==> src/rtl/nms_frame_sched_if.sv <==
//==============================================================================
// nms_frame_sched_if : upstream commit and downstream frame-present handshakes
// Rev 1.0
//==============================================================================
`default_nettype none

interface nms_frame_sched_if;
   logic in_valid;
   logic in_ready;
   logic in_slot;
   logic out_valid;
   logic out_ready;
   logic out_slot;
   logic out_pass;
   logic out_timeout;

   modport master (
      output in_valid, out_ready,
      input  in_ready, in_slot, out_valid, out_slot, out_pass, out_timeout
   );

   modport slave (
      input  in_valid, out_ready,
      output in_ready, in_slot, out_valid, out_slot, out_pass, out_timeout
   );
endinterface

`default_nettype wire

==> src/rtl/nms_frame_sched.sv <==
//==============================================================================
// nms_frame_sched : ping-pong frame scheduler, watchdog and stats for NMS LDPC
// Rev 1.0
//==============================================================================
`default_nettype none

module nms_frame_sched #(
   parameter int MAX_CYC = 4096,
   parameter int CW      = 16
) (
   input  logic                clk,
   input  logic                rst_n,
   input  logic                en,
   nms_frame_sched_if.slave    fs,
   output logic                buf_sel,
   output logic                start_nms,
   input  logic                finish_nms,
   input  logic                flag_reg,
   output logic                dec_abort,
   output logic                busy,
   output logic [CW-1:0]       frame_cnt,
   output logic [CW-1:0]       fail_cnt
);

   typedef enum logic [1:0] {
      IDLE  = 2'd0,
      START = 2'd1,
      RUN   = 2'd2,
      HOLD  = 2'd3
   } state_t;

   localparam logic [CW-1:0] C_WD_LAST = CW'(MAX_CYC - 1);

   state_t        r_state;
   state_t        w_state_nxt;
   logic [1:0]    r_full;
   logic          r_wr_ptr;
   logic          r_rd_ptr;
   logic          r_live;
   logic [CW-1:0] r_cyc;
   logic [CW-1:0] r_frame_cnt;
   logic [CW-1:0] r_fail_cnt;
   logic          r_pass;
   logic          r_timeout;

   logic          w_commit;
   logic          w_release;
   logic          w_wd_hit;
   logic          w_done;
   logic          w_fail;

   assign w_commit  = fs.in_valid & fs.in_ready;
   assign w_release = (r_state == HOLD) & fs.out_ready;
   assign w_wd_hit  = (r_cyc == C_WD_LAST);
   assign w_done    = (r_state == RUN) & (finish_nms | w_wd_hit);
   // A finish in the watchdog cycle takes priority, so flag_reg decides pass/fail.
   assign w_fail    = finish_nms ? ~flag_reg : 1'b1;

   always_comb begin
      w_state_nxt = r_state;
      start_nms   = 1'b0;
      dec_abort   = 1'b0;
      case (r_state)
         IDLE:  if (en && r_full[r_rd_ptr]) w_state_nxt = START;
         START: begin
            start_nms   = 1'b1;
            w_state_nxt = RUN;
         end
         RUN: begin
            if (finish_nms) begin
               w_state_nxt = HOLD;
            end else if (w_wd_hit) begin
               dec_abort   = 1'b1;
               w_state_nxt = HOLD;
            end
         end
         HOLD:  if (fs.out_ready) w_state_nxt = IDLE;
         default: w_state_nxt = IDLE;
      endcase
   end

   always_ff @(posedge clk or negedge rst_n) begin
      if (!rst_n) begin
         r_state     <= IDLE;
         r_full      <= 2'b00;
         r_wr_ptr    <= 1'b0;
         r_rd_ptr    <= 1'b0;
         r_live      <= 1'b0;
         r_cyc       <= '0;
         r_frame_cnt <= '0;
         r_fail_cnt  <= '0;
         r_pass      <= 1'b0;
         r_timeout   <= 1'b0;
      end else begin
         r_state <= w_state_nxt;
         r_live  <= 1'b1;
         // A commit and a release never address the same slot: commit needs
         // an empty slot, release targets the full one being presented.
         if (w_commit) begin
            r_full[r_wr_ptr] <= 1'b1;
            r_wr_ptr         <= ~r_wr_ptr;
         end
         if (w_release) begin
            r_full[r_rd_ptr] <= 1'b0;
            r_rd_ptr         <= ~r_rd_ptr;
         end
         if (r_state == START)
            r_cyc <= '0;
         else if (r_state == RUN)
            r_cyc <= r_cyc + 1'b1;
         if (w_done) begin
            r_pass    <= finish_nms & flag_reg;
            r_timeout <= ~finish_nms;
            if (r_frame_cnt != '1)
               r_frame_cnt <= r_frame_cnt + 1'b1;
            if (w_fail && (r_fail_cnt != '1))
               r_fail_cnt <= r_fail_cnt + 1'b1;
         end
      end
   end

   assign fs.in_ready    = r_live & ~r_full[r_wr_ptr];
   assign fs.in_slot     = r_wr_ptr;
   assign fs.out_valid   = (r_state == HOLD);
   assign fs.out_slot    = r_rd_ptr;
   assign fs.out_pass    = r_pass;
   assign fs.out_timeout = r_timeout;
   assign buf_sel        = r_rd_ptr;
   assign busy           = (r_state != IDLE);
   assign frame_cnt      = r_frame_cnt;
   assign fail_cnt       = r_fail_cnt;

endmodule

`default_nettype wire

==> src/flat_wrapper.sv <==
// flat-port wrapper written by rule: the top's interface ports become plain ports
module nms_frame_sched_flat 
#(
   parameter int MAX_CYC = 4096,
   parameter int CW      = 16
)
  (clk, rst_n, en, buf_sel, start_nms, finish_nms, flag_reg, dec_abort, busy, frame_cnt, fail_cnt, fs_in_valid, fs_out_ready, fs_in_ready, fs_in_slot, fs_out_valid, fs_out_slot, fs_out_pass, fs_out_timeout);
  nms_frame_sched_if fs_i ();
  input  logic clk;
  input  logic rst_n;
  input  logic en;
  output logic buf_sel;
  output logic start_nms;
  input  logic finish_nms;
  input  logic flag_reg;
  output logic dec_abort;
  output logic busy;
  output logic [CW-1:0] frame_cnt;
  output logic [CW-1:0] fail_cnt;
  input wire logic [$bits(fs_i.in_valid)-1:0] fs_in_valid;
  input wire logic [$bits(fs_i.out_ready)-1:0] fs_out_ready;
  output wire logic [$bits(fs_i.in_ready)-1:0] fs_in_ready;
  output wire logic [$bits(fs_i.in_slot)-1:0] fs_in_slot;
  output wire logic [$bits(fs_i.out_valid)-1:0] fs_out_valid;
  output wire logic [$bits(fs_i.out_slot)-1:0] fs_out_slot;
  output wire logic [$bits(fs_i.out_pass)-1:0] fs_out_pass;
  output wire logic [$bits(fs_i.out_timeout)-1:0] fs_out_timeout;
  assign fs_i.in_valid = fs_in_valid;
  assign fs_i.out_ready = fs_out_ready;
  assign fs_in_ready = fs_i.in_ready;
  assign fs_in_slot = fs_i.in_slot;
  assign fs_out_valid = fs_i.out_valid;
  assign fs_out_slot = fs_i.out_slot;
  assign fs_out_pass = fs_i.out_pass;
  assign fs_out_timeout = fs_i.out_timeout;
  nms_frame_sched #(.MAX_CYC(MAX_CYC), .CW(CW)) u_core (.clk(clk), .rst_n(rst_n), .en(en), .fs(fs_i), .buf_sel(buf_sel), .start_nms(start_nms), .finish_nms(finish_nms), .flag_reg(flag_reg), .dec_abort(dec_abort), .busy(busy), .frame_cnt(frame_cnt), .fail_cnt(fail_cnt));
endmodule
==> config.mk <==
export PLATFORM = sky130hd
export DESIGN_NAME = nms_frame_sched_flat
export DESIGN_NICKNAME = d
export VERILOG_FILES = /design/src/rtl/nms_frame_sched_if.sv /design/src/rtl/nms_frame_sched.sv /design/src/flat_wrapper.sv
export SDC_FILE = /design/constraint.sdc
export NUM_CORES = 1
export LEC_CHECK = 0
export CORE_MARGIN = 3
export CORE_UTILIZATION = 50
export CTS_BUF_LIST = sky130_fd_sc_hd__clkbuf_8
export CTS_CLUSTER_DIAMETER = 30
export DETAILED_ROUTE_END_ITERATION = 10
export GPL_TIMING_DRIVEN = 1
export PLACE_DENSITY = 0.79
export RECOVER_POWER = 50
export SYNTH_ARGS = -nofsm -noshare
export SYNTH_HDL_FRONTEND = slang
export SYNTH_SLANG_ARGS = --single-unit
==> constraint.sdc <==
create_clock -name clk -period 2.4 [get_ports clk]
set_clock_uncertainty 0.05 [all_clocks]
set_input_delay 0.36 -clock clk [delete_from_list [all_inputs] [get_ports clk]]
set_output_delay 0.36 -clock clk [all_outputs]
set_load 0.03 [all_outputs]
* Word level (Yosys, flattened, before mapping)
Cells that the tools add are included.
** Cells by class
- $add $sub $neg :: 3
- $lt $le $gt $ge :: 4
- Eq/ne operators :: 9
- Mux-type cells :: 22
- Bitwise operators :: 14
- Reduce and logical (&&, ||, !) cells :: 10
** Operators by type and width (number)
- $add 16x1->16 const B :: 3
- $mux 16 :: 2
- $ne 16x16->1 const B :: 2
- $eq 16x12->1 const B :: 1
- $mux 2 :: 6
- $mux 1 :: 11
- $pmux 2 s4 :: 1
- $and 1x1->1 :: 5
- $not 1->1 :: 5
- $eq 2x2->1 const B :: 2
- $logic_and 1x1->1 :: 4
- $lt 1x2->1 const B :: 2
- $reduce_and 2->1 :: 2
- $reduce_bool 2->1 :: 2
- $ne 3x2->1 const B :: 1
- $reduce_and 3->1 :: 1
- $and 2x2->2 :: 1
- $demux 1 s1 :: 2
- $eq 2x1->1 const B :: 1
- $ge 1x1->1 const B :: 2
- $logic_not 2->1 :: 1
- $ne 2x1->1 const B :: 1
- $ne 2x2->1 const B :: 1
- $not 2->2 :: 1
- other kinds (2) :: 2
** Word-level totals
- Register bits :: 57
- Input port bits :: 7
- Output and inout bits :: 42
- Logic and storage cells :: 72

* Depth between registers and ports, before layout
- Depth in word-level cells :: 8
- Gate-level depth with buffers :: 7
- Mapped depth without buffers :: 7

* Least setup slack after synthesis
Ideal clock, no wire load.
- Path type :: flip-flop to flip-flop
- Start point :: register u_core.r_cyc[13]
- End point :: register u_core.r_fail_cnt[1] (netlist: u_core.fail_cnt[1])
- Setup time :: 0.125 ns
- Arrival :: 2.087 ns
- Data required time :: 2.225 ns
- Slack :: 0.138 ns
- Stages on the path, launching flop included :: 6
- Path buffers :: 0
- Period minus slack after synthesis :: 2.262 ns
- Cells stage by stage :: dfrtp_1 > or4_4 > or4_4 > o22ai_4 > nand2_4 > mux2_4
** Between the ends
- Cells in the longest elaborated chain, start to end :: 4
** RTL lines
- start: declaration :: RTL line nms_frame_sched.sv:40 : logic [CW-1:0] r_cyc;
- start signal: assignment :: RTL line nms_frame_sched.sv:110 : r_cyc <= r_cyc + 1'b1;
- $eq 16x12->1 :: RTL line nms_frame_sched.sv:54 : assign w_wd_hit = (r_cyc == C_WD_LAST);
- $or 1x1->1 :: RTL line nms_frame_sched.sv:55 : assign w_done = (r_state == RUN) & (finish_nms | w_wd_hit);
- $and 1x1->1 :: RTL line nms_frame_sched.sv:55
- $reduce_and 2->1 (no line)
- end signal: assignment :: RTL line nms_frame_sched.sv:117 : r_fail_cnt <= r_fail_cnt + 1'b1;
- end: declaration :: RTL line nms_frame_sched.sv:42 : logic [CW-1:0] r_fail_cnt;
No other way between the ends.
A chain may end at the register's enable or synchronous reset.

* Final worst setup path
- Start point :: register u_core.r_cyc[13]
- End point :: output port dec_abort
** Between the ends
- Cells in the longest elaborated chain, start to end :: 4
** RTL lines
- $eq 16x12->1 :: RTL line nms_frame_sched.sv:54
- $mux 1 :: RTL line nms_frame_sched.sv:72 : end else if (w_wd_hit) begin
- $mux 1 :: RTL line nms_frame_sched.sv:70 : if (finish_nms) begin
- $mux 1 :: RTL line nms_frame_sched.sv:63 : case (r_state)
- end: declaration :: RTL line flat_wrapper.sv:16 : output logic dec_abort;
No other way between the ends.

==> metrics <==
most common cell after layout, fill and taps aside dfrtp_1; R2R Setup Slk ~0.020 ns; htree depth 3; clk buf depth 2; sw power between 1 and 1.5 mW; Fillers 437; Die H 82.5 um; CP Launch Type flip-flop; register area ~0.0014 mm^2; Clk pwr share 0.264; DRC violations left 0; critical path data arrival time 1.99 ns; routed wire length around 6200 um; Final min period ~2.4 ns; dpl cells 405; R2R Path Start u_core.r_cyc[13]; Gate power share 0.376; Avg WL per Cell 14.6 um; peak supply drop between 0.0006 and 0.0007 V; total power 3.86 mW; Distinct cells, synth 48; Die Footprint between 0.006 and 0.007 mm^2; Fmax between 400 and 500 MHz; total of max-cap violations 0; EDFF count, synth 0; placed cell area 0.00353 mm^2; routed vias/inst 5.60; clock latency on the worst-skew pair between 0.3 and 0.4 ns; die width ~82 um; ys flop type dfrtp_1; synthesis-stage register bit count 57; Power per Cell Area roughly 1000 mW/mm^2; sequential share of power 0.360; clk sinks between 50 and 60; status finished clean; total number of yosys warnings 0; vias in the first global route 2251; reg2reg path depth 5; Worst Hold Slack 0.301 ns; post-route ant nets 0; largest net degree at the start of global routing 32; diode count 0; Cells after Synth around 280; total global-route track usage 0.199; first-pass GRT wire length 10300 um; critical path class reg -> out; iteration count of the initial detailed-routing pass 4; Reg2Reg Capture Point u_core.fail_cnt[1]; final worst-path cycle share 0.999; RSZ-0062 raised after global routing true; most frequent cells in the layout dfrtp_1 (57), clkdlybuf4s50_1 (38), nor2_1 (24), nand2_1 (22), xnor2_1 (20); CTS buffer count 9; Port Buffers between 40 and 50; DR iter-0 viols 113; switching portion of total power 0.369; Multi-input gate area 0.00143 mm^2; initial core utilization 0.525; sequential cell area fraction in the yosys report 0.488; min-delay worst type in -> async; crit-path max FO 3; Nets between 300 and 400; async set-reset flop share out of synthesis 1.00; DP Wirelength roughly 4400 um; critical path endpoint category output pin; gr ovfl total 0; Final Hold Fails 0; Finished Layout Cells between 400 and 500; synthesized area 0.00293 mm^2; Clock Pin Slew Worst Setup and Hold Paths ~0.060 ns; root buf cell clkbuf_8; Vias between 2000 and 2500; share of layout cells above drive strength 1 0.122; setup tns final 0 ns; GPL Wtd Cong between 0.8 and 0.9; TritonCTS clock tree built; Worst-Margin Slew ~1.4 ns; I/O pins 49; Slew Limit Fails 0; Worst Path Required 1.99 ns; Rel. slew slack 0.0514; Final Setup Violations 0; Syn Area/Cell 10.4 um^2; internal power ~2.4 mW; Placeable Area 0.00557 mm^2; initial antenna violation count 0; Leakage between 1.5 and 2 nW; Layout area overhead 29.7%; syn nets between 200 and 300; cell area after layout around 0.0038 mm^2; number of cell rows 27
## layout make-up
type	instances	area share
Sequential cell	57	0.376
Clock buffer	11	0.0399
Tap cell	72	0.0237
Clock inverter	5	0.0204
Inverter	12	0.0119
Timing Repair Buffer	61	0.150
Multi-Input combinational cell	207	0.378
## cells in the mapped netlist (4+ instances only)
library cell  instances  area [um^2]
dfrtp_1              57         1430
nor2_1               25         93.8
nand2_1              22         82.6
xnor2_1              20          175
nand3_1              19         95.1
nand4_1              16          100
xor2_1               16          140
inv_1                12         45.0
ha_1                  8          100
nor3_1                8         40.0
and3_1                6         37.5
mux2_1                6         67.6
o21ai_0               5         25.0
a21oi_1               4         20.0
a31oi_1               4         25.0
nor4_1                4         25.0
o22ai_1               4         25.0
## critical path, cell delays in order, from the launching register on
cell	delay (ns)
dfrtp_1	0.38
or4_4	0.55
or4_4	0.46
nor2_4	0.13
buf_6	0.14
## through the flow
| step | setup slack [ns] | util |
|---|---|---|
| 2_1_floorplan | 0.138 | - |
| 3_3_place_gp | 0.0853 | 0.634 |
| 3_5_place_dp | 0.0502 | 0.634 |
| 4_1_cts | -0.0111 | 0.682 |
| 5_1_grt | -0.0538 | 0.681 |
| 6_report | 0.00242 | 0.681 |
## kinds of logic (layout without fill, tap and decap cells)
kind of cell	count (synthesis)	after routing	synth area share
simple gates	122	122	0.226
flops	57	57	0.488
xor+xnor	36	36	0.108
compound gates	28	28	0.0697
buf+inv	17	89	0.0269
mux	12	12	0.0462
fa+ha+maj	8	8	0.0342
other cells	1	1	0.00128
## power groups by stage
stage,Combinational [mW],Sequential [mW],Clock (mW)
6_report,1.45,1.39,1.02
5_1_grt,1.58,1.43,1.07
4_1_cts,1.46,1.39,1.03
3_5_place_dp,1.45,1.41,0
3_3_place_gp,1.41,1.40,0
2_1_floorplan,0.770,1.57,0
## flip-flops by register name (all words and copies together), names as in the netlist
| signal | cells |
|---|---|
| u_core.buf_sel | 1 |
| u_core.fs.out_timeout | 1 |
| u_core.frame_cnt | 16 |
| u_core.r_state | 2 |
| u_core.r_full | 2 |
| u_core.fs.out_pass | 1 |
| u_core.r_live | 1 |
| u_core.fail_cnt | 16 |
| u_core.fs.in_slot | 1 |
| u_core.r_cyc | 16 |
## worst max-delay path by stage
stage / start / endpoint / slack (ns) / cells past startpoint
floorplan: u_core.r_cyc[13] / u_core.fail_cnt[1] / 0.14 / 5
global placement: u_core.r_cyc[13] / u_core.fail_cnt[1] / 0.09 / 5
detailed placement: u_core.r_cyc[13] / u_core.fail_cnt[1] / 0.05 / 5
CTS: u_core.r_cyc[13] / dec_abort / -0.01 / 4
global route: u_core.r_cyc[13] / dec_abort / -0.05 / 4
finish: u_core.r_cyc[13] / dec_abort / 0.002 / 4
## repair_timing
action                     in CTS  in global routing
setup endpoints to repair       1                  4
resized for setup               5                  0
buffers inserted                3                  1
pin swaps                       0                  2
hold buffers                    0                  0
## routing by layer
metal | global-route usage | routed length [um] | vias to the layer above
li1 | - | - | 1139
met1 | 0.256 | 2680 | 1162
met2 | 0.323 | 3110 | 66
met3 | 0.0358 | 279 | 15
met4 | 0.0964 | 128 | 0
met5 | 0 | 0 | -
Note: power is estimated with default switching activity, not from simulation.
